`config.mk`:
```
export PLATFORM = sky130hd
export DESIGN_NAME = fetch_unit
export DESIGN_NICKNAME = d
export VERILOG_FILES = /design/src/rtl/fetch_unit.sv
export SDC_FILE = /design/constraint.sdc
export NUM_CORES = 1
export LEC_CHECK = 0
export CORE_MARGIN = 3
export CORE_UTILIZATION = 40
export CTS_CLUSTER_SIZE = 25
export DETAILED_ROUTE_END_ITERATION = 16
export HOLD_SLACK_MARGIN = 0.06
export PLACE_DENSITY = 0.63
export SYNTH_ARGS = -nofsm -noshare
export SYNTH_HDL_FRONTEND = slang
export SYNTH_SLANG_ARGS = --single-unit
```
`constraint.sdc`:
```
create_clock -name clk -period 10.4 [get_ports clk]
set_input_delay 1.04 -clock clk [delete_from_list [all_inputs] [get_ports clk]]
set_output_delay 1.04 -clock clk [all_outputs]
set_load 0.05 [all_outputs]
```
`src/rtl/fetch_unit.sv`:
```
// PC generation and instruction buffer between the icache and the decoder.
// Holds the PC across icache refills and queues {pc, insn} for decode.
module fetch_unit #(
    parameter logic [63:0] RESET_PC    = 64'h0000_0000_0000_0000,
    parameter int unsigned QUEUE_DEPTH = 4
) (
    input  logic        clk,
    input  logic        reset,
    output logic [62:0] core_req_pc,
    output logic        core_req_pc_valid,
    input  logic        icache_req_next_pc_rety,
    input  logic [31:0] core_ack_insn,
    input  logic        core_ack_insn_valid,
    input  logic        redirect_valid,
    input  logic [63:0] redirect_pc,
    output logic        dec_insn_valid,
    output logic [31:0] dec_insn,
    output logic [63:0] dec_pc,
    input  logic        dec_insn_ready
);
    localparam int PTR_W = $clog2(QUEUE_DEPTH);
    localparam int CNT_W = PTR_W + 1;

    typedef struct packed {
        logic [62:0] pc;
        logic [31:0] insn;
    } entry_t;

    typedef enum logic {S_RUN, S_MISS} state_t;

    state_t             state_q, state_d;
    logic [62:0]        pc_q, pc_d;
    logic               pend_valid_q, pend_valid_d;
    logic [62:0]        pend_pc_q, pend_pc_d;
    entry_t             mem [QUEUE_DEPTH];
    logic [PTR_W-1:0]   rd_ptr_q, wr_ptr_q;
    logic [CNT_W-1:0]   count_q;
    logic               has_space, not_empty;
    logic               req_valid, enq, deq, flush;
    logic [62:0]        pc_inc;
    logic               unused_redirect_lsb;

    // PCs are kept in halfword units, so bit 0 of any byte address is dropped.
    assign unused_redirect_lsb = redirect_pc[0];

    assign has_space = count_q < CNT_W'(QUEUE_DEPTH);
    assign not_empty = count_q != '0;
    assign pc_inc    = pc_q + ((core_ack_insn[1:0] == 2'b11) ? 63'd2 : 63'd1);
    assign deq       = not_empty && dec_insn_ready;

    always_comb begin
        state_d      = state_q;
        pc_d         = pc_q;
        pend_valid_d = pend_valid_q;
        pend_pc_d    = pend_pc_q;
        req_valid    = 1'b0;
        enq          = 1'b0;
        flush        = 1'b0;
        case (state_q)
            S_RUN: begin
                req_valid = !redirect_valid && has_space;
                if (redirect_valid) begin
                    flush = 1'b1;
                    pc_d  = redirect_pc[63:1];
                end else if (req_valid && core_ack_insn_valid) begin
                    enq  = 1'b1;
                    pc_d = pc_inc;
                end else if (req_valid && icache_req_next_pc_rety) begin
                    state_d = S_MISS;
                end
            end
            S_MISS: begin
                // The icache tags the refill from the live PC, so it stays frozen here.
                req_valid = 1'b1;
                if (redirect_valid) begin
                    flush        = 1'b1;
                    pend_valid_d = 1'b1;
                    pend_pc_d    = redirect_pc[63:1];
                end
                if (core_ack_insn_valid) begin
                    state_d = S_RUN;
                    if (pend_valid_d) begin
                        pc_d         = pend_pc_d;
                        pend_valid_d = 1'b0;
                    end else begin
                        enq  = 1'b1;
                        pc_d = pc_inc;
                    end
                end
            end
            default: state_d = S_RUN;
        endcase
    end

    always_ff @(posedge clk) begin
        if (reset) begin
            state_q      <= S_RUN;
            pc_q         <= RESET_PC[63:1];
            pend_valid_q <= 1'b0;
            pend_pc_q    <= '0;
            rd_ptr_q     <= '0;
            wr_ptr_q     <= '0;
            count_q      <= '0;
        end else begin
            state_q      <= state_d;
            pc_q         <= pc_d;
            pend_valid_q <= pend_valid_d;
            pend_pc_q    <= pend_pc_d;
            if (flush) begin
                rd_ptr_q <= '0;
                wr_ptr_q <= '0;
                count_q  <= '0;
            end else begin
                if (enq) wr_ptr_q <= wr_ptr_q + PTR_W'(1);
                if (deq) rd_ptr_q <= rd_ptr_q + PTR_W'(1);
                count_q <= count_q + CNT_W'(enq) - CNT_W'(deq);
            end
        end
    end

    always_ff @(posedge clk) begin
        if (enq) mem[wr_ptr_q] <= '{pc: pc_q, insn: core_ack_insn};
    end

    assign core_req_pc       = pc_q;
    assign core_req_pc_valid = req_valid && !reset;
    assign dec_insn_valid    = not_empty && !reset;
    assign dec_insn          = dec_insn_valid ? mem[rd_ptr_q].insn : '0;
    assign dec_pc            = dec_insn_valid ? {mem[rd_ptr_q].pc, 1'b0} : '0;

endmodule

```
==> reports/metrics.yaml <==
required_ps: 9360
ys_top_cells_by_count: "380 x edfxtp_1, 228 x nand2_1, 137 x dfxtp_1, 133 x a21oi_1, 104 x and2_1"
timing.max_cap.violations: 0
path_max_fanout: 51
r2r-end: "mem[1][64]"
setup_ws_ps: 5240
final_net_count: 1998
hold_buffer_count_at_cts: 0
coreArea_mm2: 0.0542
synth_nets: 1779
worst_reg_to_reg_path_cell_count: 4
ctsLongestPathBuffers: 3
crit_path_start_kind: "register"
ys_top_cells_by_area: "edfxtp_1 52%, dfxtp_1 12%, mux4_2 9.7%"
grt_overflow_total: 0
met3_usage: 0.0453
routabilityCongestion: 0.846
met1_usage: 0.284
hp-class: "reg2reg"
synth_fa_ha_area_frac: 0.00634
detail_route.drc_violations: 0
synth-edff-count: 380
fmax_mhz: 194
post_route_cells_drive_above_1_share: 0.121
floorplan.die.width_um: 241
fp.dieArea_mm2: 0.0581
post_cts_buffers: 0
i_o_pin_count: 263
drt.antenna.violating_nets: 0
multiInputGateArea_mm2: 0.00741
row_count: 85
start_util: 0.407
number_of_global_route_vias_before_repair: 14500
postSynthCellCount: 1667
via_count: 14900
max_h_tree_level: 2
post-route-period-util: 0.496
timing.reg2reg.setup_slack_ps: 6910
unrepaired_setup_endpoints_after_global_routing: "false"
post-place-ws_ps: 5580
layout.filler_cells: 4630
synthMostInstantiatedCell: "edfxtp_1"
prevailing_post_synth_register_cell: "edfxtp_1"
cp-endpoint: "dec_pc[25]"
postSynthRegisterBits: 517
yosysSeqAreaShare: 0.641
grt_start_max_net_pins: 92
numCtsBuffers: 54
cells_after_dpl: 2526
dpl.hpwl_mm: 36.0
cp_data_arrival_time_ps: 4120
synth_largest_area_cell: "edfxtp_1"
quantity_of_i_o_buffers_inserted_on_ports: 260
power_per_cell_area_mw_per_mm2: 175
run_status: "finished clean"
clock_skew_ps: 36.3
critPathCaptureType: "output pin"
worstSetupPathType: "reg2out"
relSlewSlack: 0.266
global_route.usage.total: 0.201
grt_pass1_wl_mm: 88.9
synthesis.area_per_instance_um2: 13.3
synth_simple_gate_area_share: 0.124
wl_per_cell_um: 22.5
cts.clk_slew.worst_paths_ps: 60
post_synth_mux_area_share: 0.102
drt_pass1_iterations: 6
chipHeight_um: 241
worst_ir_drop_vdd_v: 0.000110
synth_xor_xnor_area_share: 0.00555
clock_sinks: 517
synth_cell_type_count: 72
seqCellArea_mm2: 0.0142
instances_no_fill: 2628
route.detailed.vias_per_inst: 5.67
postRouteWirelength_mm: 59.1
worst_pin_slew_ps: 1100
finalWorstPathRequiredPeriod_ps: 5160
number_of_antenna_violations_at_the_first_check_in_global_routing: 7
synthDominantCellAreaShare: 0.516
synth_top_family_by_area: "simple AND/OR/NAND/NOR gates"
p_leak_nw: 8.62
hold_viol: 0
clkLatencyLatePin_ps: 610
synth_area_mm2: 0.0221
timing.final.max_slew_violations: 0
grt.busiest_layer: "met2"
yosys_warnings: 0
post_cts_resize_count: 0
groute.layer.met2.usage: 0.311
number_of_setup_violations_in_the_final_report: 0
timing.setup.tns_ps: 0
cts-root-buf: "clkbuf_16"
cts_tree: "done"
reg2reg_start: "state_q"
final_core_utilization: 0.498
synth_compound_gate_area_share: 0.0952
layout_area_overhead_pct: 22.4
drt_iter0_markers: 1381
synth-async-reset-ratio: 0
## flip-flops by register name, indices dropped and copies added, names as in the netlist, named ones only
register and flops:
count_q 3, pend_pc_q 63, mem 380, rd_ptr_q 2, wr_ptr_q 2, state_q 1, pend_valid_q 1, core_req_pc 63
## through the flow
step	power, mW	hold WS, ps	area (µm²)
final	4.72	452	27000
after global routing	4.89	472	27000
after CTS	4.77	453	27000
after detailed placement	2.85	444	25300
after global placement	2.84	437	25300
after floorplan	2.65	432	22100
## critical path: stages, from the launching register on
cell,delay [ps]
dfxtp_4,1010
buf_4,950
mux4_2,670
and2_1,180
clkdlybuf4s50_1,690
## final cells by class
cell class | instances | area share
diodes | 3 | 0.000278
clock buffers | 77 | 0.0554
clock inverters | 22 | 0.00926
inverters | 27 | 0.00375
multi-input cells | 1008 | 0.274
flip-flops and latches | 517 | 0.524
well taps | 696 | 0.0322
repair buffers | 278 | 0.101
## kinds of logic after synthesis
group | Yosys count
and+or+nand+nor | 535
muxes | 106
other | 1
DFF | 517
xor gates and xnor gates | 14
adders and majority gates | 10
AOI/OAI and AO/OA | 342
buffers and inverters | 142
## cells in the final DEF, fill, tap and decap left out, types with 24 or more instances in the layout
master,count
a21oi_1,133
and2_1,99
clkbuf_16,55
clkdlybuf4s50_1,258
dfxtp_1,135
edfxtp_1,380
inv_1,26
mux4_2,95
nand2_1,227
nand3_1,24
nor2_1,63
o21ai_0,78
## worst min path at each step
stage | depth (start not counted) | slack (ps) | endpoint | startpoint
after detailed placement | 2 | 440 | pend_pc_q[6] | pend_pc_q[6]
after floorplan | 2 | 430 | pend_pc_q[17] | pend_pc_q[17]
after global routing | 2 | 470 | pend_pc_q[18] | pend_pc_q[18]
after CTS | 2 | 450 | pend_pc_q[6] | pend_pc_q[6]
final | 2 | 450 | pend_pc_q[6] | pend_pc_q[6]
after global placement | 2 | 440 | pend_pc_q[41] | pend_pc_q[41]
## where the power goes
part,switching [mW],total [mW],internal [mW]
Clock,0.792,1.92,1.12
Combinational,0.288,0.465,0.177
Sequential,0.0710,2.34,2.27
## routing by layer
metal  vias to the layer above  share of wire
li1                       6745              -
met1                      7498           0.44
met2                       549           0.46
met3                        99          0.074
met4                         6          0.027
met5                         -        0.00059
Power figures use the tool's default switching activity.
